===== src/rtl/icache_pkg.sv =====
// Shared definitions for the direct-mapped instruction cache.
// Contents: FSM state encoding, word width, address field positions and
// the default geometry (10-bit byte address, 8 lines, 128-bit lines).
package icache_pkg;

  localparam int WORD_W  = 32;
  // Byte address layout: [1:0] byte (ignored), [3:2] word offset,
  // [IDX_LSB +: IDX_W] line index, remaining upper bits are the tag.
  localparam int OFF_LSB = 2;
  localparam int OFF_W   = 2;
  localparam int IDX_LSB = OFF_LSB + OFF_W;

  localparam int ICACHE_ADDR_W    = 10;
  localparam int ICACHE_NUM_LINES = 8;
  localparam int ICACHE_IDX_W     = $clog2(ICACHE_NUM_LINES);
  localparam int ICACHE_TAG_LSB   = IDX_LSB + ICACHE_IDX_W;
  localparam int ICACHE_TAG_W     = ICACHE_ADDR_W - ICACHE_TAG_LSB;

  typedef enum logic [1:0] {
    IDLE     = 2'd0,
    MEM_READ = 2'd1,
    UPDATE   = 2'd2
  } state_t;

endpackage


===== src/rtl/icache_word_select.sv =====
// Combinational 4:1 word mux: picks 32-bit word `offset` out of a cache line.
// Ports: line (LINE_W block, word k at [32k+31:32k]), offset (word index),
//        word (selected instruction).
module icache_word_select
  import icache_pkg::*;
#(
  parameter int LINE_W = 128
) (
  input  logic [LINE_W-1:0] line,
  input  logic [OFF_W-1:0]  offset,
  output logic [WORD_W-1:0] word
);

  always_comb begin
    word = line[{offset, 5'd0} +: WORD_W];
  end

endmodule


===== src/rtl/instruction_cache.sv =====
// Direct-mapped, read-only instruction cache between CPU fetch and a
// 128-bit-block instruction memory with a read/busywait handshake.
// Ports:
//   clock, reset_n          - clock, async active-low reset
//   cpu_read, address       - fetch request (level) and byte address (PC)
//   instruction, busywait   - fetched word, CPU stall
//   mem_read, mem_address   - block read request and block address
//   mem_readinst            - returned block
//   mem_busywait            - memory busy
// Optional feature (macro ICACHE_STATS_EN): hit_count / miss_count outputs,
// 16-bit saturating counters.
module instruction_cache
  import icache_pkg::*;
#(
  parameter int NUM_LINES = ICACHE_NUM_LINES,
  parameter int ADDR_W    = ICACHE_ADDR_W,
  parameter int LINE_W    = 128
) (
  input  logic                clock,
  input  logic                reset_n,
  input  logic                cpu_read,
  input  logic [ADDR_W-1:0]   address,
  output logic [WORD_W-1:0]   instruction,
  output logic                busywait,
  output logic                mem_read,
  output logic [ADDR_W-5:0]   mem_address,
  input  logic [LINE_W-1:0]   mem_readinst,
`ifdef ICACHE_STATS_EN
  input  logic                mem_busywait,
  output logic [15:0]         hit_count,
  output logic [15:0]         miss_count
`else
  input  logic                mem_busywait
`endif
);

  localparam int IDX_W = $clog2(NUM_LINES);
  localparam int BLK_W = ADDR_W - IDX_LSB;
  localparam int TAG_W = BLK_W - IDX_W;

  logic [NUM_LINES-1:0] valid;
  logic [TAG_W-1:0]     tags [NUM_LINES];
  logic [LINE_W-1:0]    data [NUM_LINES];

  state_t state, state_nxt;
  logic   first;   // first cycle of MEM_READ: memory has not yet answered

  logic [IDX_W-1:0]  idx;
  logic [TAG_W-1:0]  tag;
  logic [IDX_W-1:0]  fill_idx;
  logic [TAG_W-1:0]  fill_tag;
  logic              hit;
  logic              miss;
  logic [WORD_W-1:0] word;
  logic              addr_unused;

  assign addr_unused = ^address[OFF_LSB-1:0];

  assign idx  = address[IDX_LSB +: IDX_W];
  assign tag  = address[ADDR_W-1 -: TAG_W];
  assign hit  = valid[idx] && (tags[idx] == tag);
  assign miss = (state == IDLE) && cpu_read && !hit;

  // Fill location comes from the registered block address, not the live PC.
  assign fill_idx = mem_address[IDX_W-1:0];
  assign fill_tag = mem_address[BLK_W-1 -: TAG_W];

  icache_word_select #(.LINE_W(LINE_W)) u_word_select (
    .line   (data[idx]),
    .offset (address[OFF_LSB +: OFF_W]),
    .word   (word)
  );

  always_comb begin
    state_nxt = state;
    case (state)
      IDLE:     if (miss) state_nxt = MEM_READ;
      MEM_READ: if (!first && !mem_busywait) state_nxt = UPDATE;
      UPDATE:   state_nxt = IDLE;
      default:  state_nxt = IDLE;
    endcase
  end

  always_comb begin
    mem_read    = (state == MEM_READ);
    instruction = hit ? word : '0;
    // Gated by reset so the stall drops immediately while reset is held.
    busywait    = reset_n && ((state != IDLE) || (cpu_read && !hit));
  end

  always_ff @(posedge clock or negedge reset_n) begin
    if (!reset_n) begin
      state       <= IDLE;
      first       <= 1'b0;
      valid       <= '0;
      mem_address <= '0;
    end else begin
      state <= state_nxt;
      first <= miss;
      if (miss) mem_address <= address[ADDR_W-1:IDX_LSB];
      if (state == UPDATE) valid[fill_idx] <= 1'b1;
    end
  end

  // Tag and data arrays are not reset; valid bits guard them.
  always_ff @(posedge clock) begin
    if (state == UPDATE) begin
      tags[fill_idx] <= fill_tag;
      data[fill_idx] <= mem_readinst;
    end
  end

`ifdef ICACHE_STATS_EN
  always_ff @(posedge clock or negedge reset_n) begin
    if (!reset_n) begin
      hit_count  <= '0;
      miss_count <= '0;
    end else begin
      if (state == IDLE && cpu_read && hit && hit_count != 16'hFFFF)
        hit_count <= hit_count + 16'd1;
      if (miss && miss_count != 16'hFFFF)
        miss_count <= miss_count + 16'd1;
    end
  end
`endif

endmodule


===== config.mk =====
export PLATFORM = sky130hd
export DESIGN_NAME = instruction_cache
export DESIGN_NICKNAME = d
export VERILOG_FILES = /design/src/rtl/icache_pkg.sv /design/src/rtl/icache_word_select.sv /design/src/rtl/instruction_cache.sv
export SDC_FILE = /design/constraint.sdc
export NUM_CORES = 1
export LEC_CHECK = 0
export ABC_AREA = 0
export CAP_MARGIN = 25
export CORE_MARGIN = 8
export CORE_UTILIZATION = 40
export DETAILED_ROUTE_END_ITERATION = 7
export GPL_TIMING_DRIVEN = 0
export REMOVE_ABC_BUFFERS = 1
export SYNTH_ARGS = -nofsm -noshare
export SYNTH_HDL_FRONTEND = slang
export SYNTH_HIERARCHICAL = 1
export SYNTH_SLANG_ARGS = --single-unit

===== constraint.sdc =====
create_clock -name clock -period 11 [get_ports clock]
set_input_delay 1.65 -clock clock [delete_from_list [all_inputs] [get_ports clock]]
set_output_delay 1.65 -clock clock [all_outputs]
set_load 0.01 [all_outputs]

==> flow_summary.ini, run 1 <==
[synthesis]
syn_inst = 1658
synth_common_cells = 1048 x edfxtp_1, 292 x mux4_2, 137 x mux2_2
ys_async_sr_fraction_pct = 1.596
synth.area.top_cells = edfxtp_1 77%, mux4_2 16%, mux2_2 3.8%
netlist.area_leader.share_pct = 76.80
synth_edf_count = 1048
ys_ff_latch = 1065
yosys_most_used_dff = edfxtp_1
yosysWarnings = 6
synth_cell_types = 33
yosysMostFrequentCell = edfxtp_1
postSynthAreaPerCell_um2 = 24.71
ys_seq_area_share_pct = 77.84
synth_top_area_cell = edfxtp_1
synthesis.area_mm2 = 0.04097

[placed_design]
dp_hpwl_um = 53270
numPortBuffers = 179
dpl.cell_count = 3208
finalWeightedCongestion = 0.6669

[clock_tree]
hold_buffers = 0
ctsResizeCount = 0
root_buffer = clkbuf_16
clk_latency_ns = 0.68
cts_setup_buffers = 0
path_clk_slew_ns = 0.06
cts_tree = done
htreeDepth = 3
cts_sinks = 1065
clockBufferDepth = 3
cts_buffers = 110

[timing]
finClkSkew_ns = 0.02180
tns_ns = 0
setup_viol = 0
holdWs_ns = 0.4448
fin_crit_sh_pct = 68.73
slew_headroom_pct = 38.89
rsz0062_at_grt = no
slew_violations = 0
finalHoldViolations = 0
max_freq_mhz = 132.3
period_needed_ns = 7.560
worstMarginPinSlew_ns = 0.9144

[critical_path]
startpoint = address[4]
r2r_cells = 6
r2r_start = mem_address[1]$_DFFE_PN0P_
cp_num_buf_inv = 6
critical_path.reg2reg.endpoint = data[1][14]$_DFFE_PP_
arrival_ns = 5.91
required_ns = 9.35
crit_chain = buf_8, buf_16, buf_16, mux4_2, mux2i_1, xor2_1, nand3_1, nor3_4, buf_16, buf_8, and2_1, clkdlybuf4s50_1
critPathMaxFanout = 54
cp_common_cell = buf_16
cpMaxStageDelayCell = nor3_4
crit_type = in2out
cp-end-kind = output port
crit_end = instruction[7]
cp_top_family = buffers and inverters
max_stage_delay_ns = 0.73
r2r_setup_slack_ns = 8.09
crit_cells = 12
start_kind = primary input

[power]
power_density_mw_per_mm2 = 183.0
power_uw = 8984
power_leakage_uw = 0.01533
max-vdd-ir-drop_uv = 150.0

[global_route]
grt.busiest_layer = met2
grt_max_degree = 98
grt_pass1_vias = 19655
globalRouteMet2Util_pct = 26.02
overflow = 0
met3_usage_pct = 3.793
grt_usage_pct = 15.50
use_met1_pct = 20.33
antenna_found_initial = 17
grt_pass1_wl_um = 130400

[finish]
fin_nets = 2094
layout-drive-gt1-share_pct = 33.82
area_growth_pct = 19.83
fin_util_pct = 48.26
instances_no_fill = 3421

[floorplan]
start_util_pct = 40.27
core_area_mm2 = 0.1017
row_count = 117
num_io_pins = 182
die_w_um = 336.1
die_area_mm2 = 0.1129
die_y_um = 336.1

[job]
drv_cap = 0

[detailed_routing]
avgRoutedWirePerCell_um = 25.54
routed_wl_um = 87380
drc = 0
via_per_inst = 5.285
drt_iter0_drc = 1500
vias = 18080
antenna_left = 0
first_pass_iters = 5

[hold_path]
hold_path_depth = 1
hold_class = reg2reg

[outcome]
status = complete, no violations
## sequential cells by signal, summed over array words and instances (netlist names)
signal	count
first	1
tags	24
mem_address	6
valid	8
data	1024
state	2
## per-stage QoR
step	setup WS [ns]	area [µm²]
3_3_place_gp	-16.42	44070
5_1_grt	3.076	49080
3_5_place_dp	3.267	45670
6_report	3.440	49100
2_1_floorplan	0.2272	40570
4_1_cts	3.245	49070
## layout by cell type (no fill, tap or decap), types with 17 or more instances in the layout
cell type and n:
clkinv_1 37, clkdlybuf4s50_1 174, buf_6 29, clkinv_2 20, edfxtp_1 1048, clkbuf_16 114
and2_1 32, buf_12 35, dfrtp_1 17, mux4_2 292, mux2_2 137
## logic make-up (layout without fill, tap and decap cells)
group	after synthesis	in the layout	share of synthesized area, %
AO/OA/AOI/OAI	7	7	0.1558
XOR/XNOR	2	2	0.04276
buffers and inverters	85	470	0.9986
flip-flops	1065	1065	77.84
multiplexers	434	434	20.02
other	0	10	0
AND/OR/NAND/NOR	65	65	0.9436
## where the power goes
group / internal [µW] / switching (µW) / leakage (µW) / total, µW
combinational: 379 / 382 / 0.00404 / 761
clock: 1990 / 1490 / 0.00165 / 3490
sequential: 4670 / 61.7 / 0.00964 / 4740
total: 7050 / 1940 / 0.0153 / 8980
## routing by layer
metal	routed length, µm	vias to the layer above
met4	1786	16
met3	4786	138
li1	-	7753
met2	43780	388
met1	36930	9785
met5	104	-
## final cells by class
cell class	count	area, µm²
Clock inverter	74	490.5
Multi-Input combinational cell	508	8731
Inverter	1	3.754
Clock buffer	129	2909
Fill cell	8163	52640
Timing Repair Buffer	266	3332
Antenna cell	10	25.02
Sequential cell	1065	31900
Tap cell	1368	1712
## worst min-delay path by stage
stage	start	slack, ns	endpoint
finish	first$_DFF_PN0_	0.44	state[1]$_DFFE_PN0P_
detailed placement	first$_DFF_PN0_	0.44	state[1]$_DFFE_PN0P_
global placement	first$_DFF_PN0_	0.44	state[1]$_DFFE_PN0P_
global route	first$_DFF_PN0_	0.46	state[1]$_DFFE_PN0P_
floorplan	first$_DFF_PN0_	0.40	state[1]$_DFFE_PN0P_
CTS	first$_DFF_PN0_	0.44	state[1]$_DFFE_PN0P_
Note: power is estimated with default switching activity, not from simulation.
==> run 2, diff against run 1 <==
clock period = 7.65 ns   (was 11 ns; I/O delays follow)
==> results of run 2 <==
Same layout as run 1 (identical final DEF). Status: complete, no violations.
Among the figures that moved: setup slack after placement 3.267 ns -> 0.9219 ns; setup slack after layout 3.440 ns -> 1.095 ns; register-to-register setup slack 8.09 ns -> 4.74 ns; total power 8984 µW -> 12920 µW; worst IR drop on VDD 150.0 µV -> 215.7 µV
==> run 3, diff against run 2 <==
CORE_MARGIN = 2   (was 8)
CORE_UTILIZATION = 34   (was 40)
SKIP_LAST_GASP = 1   (was unset)
==> run 3 against run 2 <==
  * Combinational power is essentially flat
  * Via count is essentially flat
  * Global-route usage fell by 0.93 points
  * First-iteration DRC count fell by 17%
  * Die area grew 9.2%
  * Non-clock buffer count is 5 higher
==> flow_summary.ini, run 3 (synthesized netlist as in run 1, its figures left out) <==
[outcome]
status = complete, no violations

[clock_tree]
htreeDepth = 3
clk_latency_ns = 0.70
ctsResizeCount = 0
cts_tree = done
hold_buffers = 0
cts_buffers = 109
cts_sinks = 1065
root_buffer = clkbuf_16
path_clk_slew_ns = 0.06
clockBufferDepth = 3
cts_setup_buffers = 0

[timing]
fin_crit_sh_pct = 86.62
max_freq_mhz = 150.9
tns_ns = 0
worstMarginPinSlew_ns = 0.8983
finClkSkew_ns = 0.02101
period_needed_ns = 6.626
slew_violations = 0
fin_ws_ns = 1.024
setup_viol = 0
slew_headroom_pct = 39.97
finalHoldViolations = 0
rsz0062_at_grt = no

[placed_design]
post-place-ws_ns = 0.8320
dp_hpwl_um = 53600
finalWeightedCongestion = 0.6636
numPortBuffers = 179
placed_cell_area_mm2 = 0.04605

[detailed_routing]
routed_wl_um = 89360
via_per_inst = 4.940
antenna_left = 0
first_pass_iters = 5
drc = 0
drt_iter0_drc = 1246
avgRoutedWirePerCell_um = 24.40
vias = 18091

[global_route]
grt_usage_pct = 14.58
overflow = 0
grt_pass1_vias = 19513
antenna_found_initial = 16
grt_max_degree = 94
grt_pass1_wl_um = 131100

[critical_path]
r2r_start = state[1]$_DFFE_PN0P_
required_ns = 6.50
critPathMaxFanout = 75
critical_path.reg2reg.endpoint = data[0][76]$_DFFE_PP_
cp-end-kind = output port
crit_type = in2out
r2r_setup_slack_ns = 4.52
start_kind = primary input
r2r_cells = 9
arrival_ns = 5.48

[finish]
fillers = 10357
final_area_mm2 = 0.04949
top_regs = data: 1024 flops, tags: 24 flops, valid: 8 flops
layout-drive-gt1-share_pct = 34.02
largest_reg_flops = 1024
final_common_cell = edfxtp_1
multiInputGateArea_mm2 = 0.008731
fin_nets = 2098
mostFrequentLayoutCells = 1048 x edfxtp_1, 292 x mux4_2, 174 x clkdlybuf4s50_1
area_growth_pct = 20.79
regMostFlops = data
seqCellArea_mm2 = 0.03190

[floorplan]
row_count = 127
num_io_pins = 182
die_y_um = 351.2
start_util_pct = 34.20
die_w_um = 351.2
die_area_mm2 = 0.1233
core_area_mm2 = 0.1198

[hold_path]
hold_path_depth = 1
hold_class = reg2reg
min_to = state[1]$_DFFE_PN0P_
holdCritStartpoint = first$_DFF_PN0_

[power]
p_clk_share_pct = 39.2
swShare_pct = 21.79
max-vdd-ir-drop_uv = 169.8
power_frac_seq_pct = 52.3
p_comb_share_pct = 8.5
power_leakage_uw = 0.01537
power_uw = 13020
power.internal_uw = 10180
power.switching_uw = 2838
power_density_mw_per_mm2 = 263.1

[job]
drv_cap = 0
==> run 3: cell types whose count changed in the layout (fill, tap and decap cells not counted), moves of 3 or more <==
cell | before | now
clkbuf_1 | 15 | 33
diode_2 | 10 | 1
clkinv_2 | 20 | 17
clkinv_1 | 37 | 19
clkbuf_16 | 114 | 109
inv_6 | 2 | 6
buf_6 | 29 | 36
bufinv_16 | 5 | 8
==> run 3: routing by layer <==
layer	vias to the layer above	GRT usage [%]	part of all wire (%)
li1	7755	-	-
met1	9734	18.75	42
met2	433	24.70	50
met3	147	3.421	6.0
met4	22	4.117	2.0
met5	-	0	0.16
==> run 3: power groups by stage <==
stage | Sequential, µW | Combinational [µW] | Clock [µW]
6_report | 6810 | 1110 | 5110
5_1_grt | 6830 | 1190 | 5470
3_3_place_gp | 7070 | 1300 | 0
4_1_cts | 6810 | 1140 | 5260
3_5_place_dp | 6940 | 1130 | 0
2_1_floorplan | 6970 | 499 | 0
==> run 3: critical path, cell delays in order <==
cell	delay [ns]
buf_8	0.59
buf_16	0.46
mux4_2	0.58
mux2i_1	0.17
xor2_1	0.16
nand3_1	0.24
nor3_4	0.69
buf_16	0.24
buf_16	0.16
and2_1	0.14
clkdlybuf4s50_1	0.70
==> run 3: worst max-delay path by stage <==
stage / from / endpoint / slack, ns
finish: address[4] / instruction[16] / 1.02
global route: address[4] / instruction[16] / 0.68
CTS: address[4] / instruction[16] / 0.83
detailed placement: address[4] / instruction[16] / 0.83
global placement: address[4] / busywait / -18.57
floorplan: mem_address[1]$_DFFE_PN0P_ / valid[0]$_DFFE_PN0P_ / -3.12
==> run 3: per-stage QoR <==
step,hold slack (ns),util [%],std cells
after floorplan,0.4007,-,1574
after global placement,0.4427,37.04,3365
after detailed placement,0.4403,38.43,3457
after CTS,0.4506,41.31,3661
after global routing,0.4775,41.31,3662
final,0.4472,41.31,3662
==> run 3: cell type report <==
cell class                 count  share of cell area [%]
inverter                       1                0.007584
sequential                  1065                   64.45
clock buffer                 143                   5.789
tap                         1612                   4.075
timing repair buffer         271                   6.871
antenna                        1                0.005056
clock inverter                61                   1.165
multi-input combinational    508                   17.64
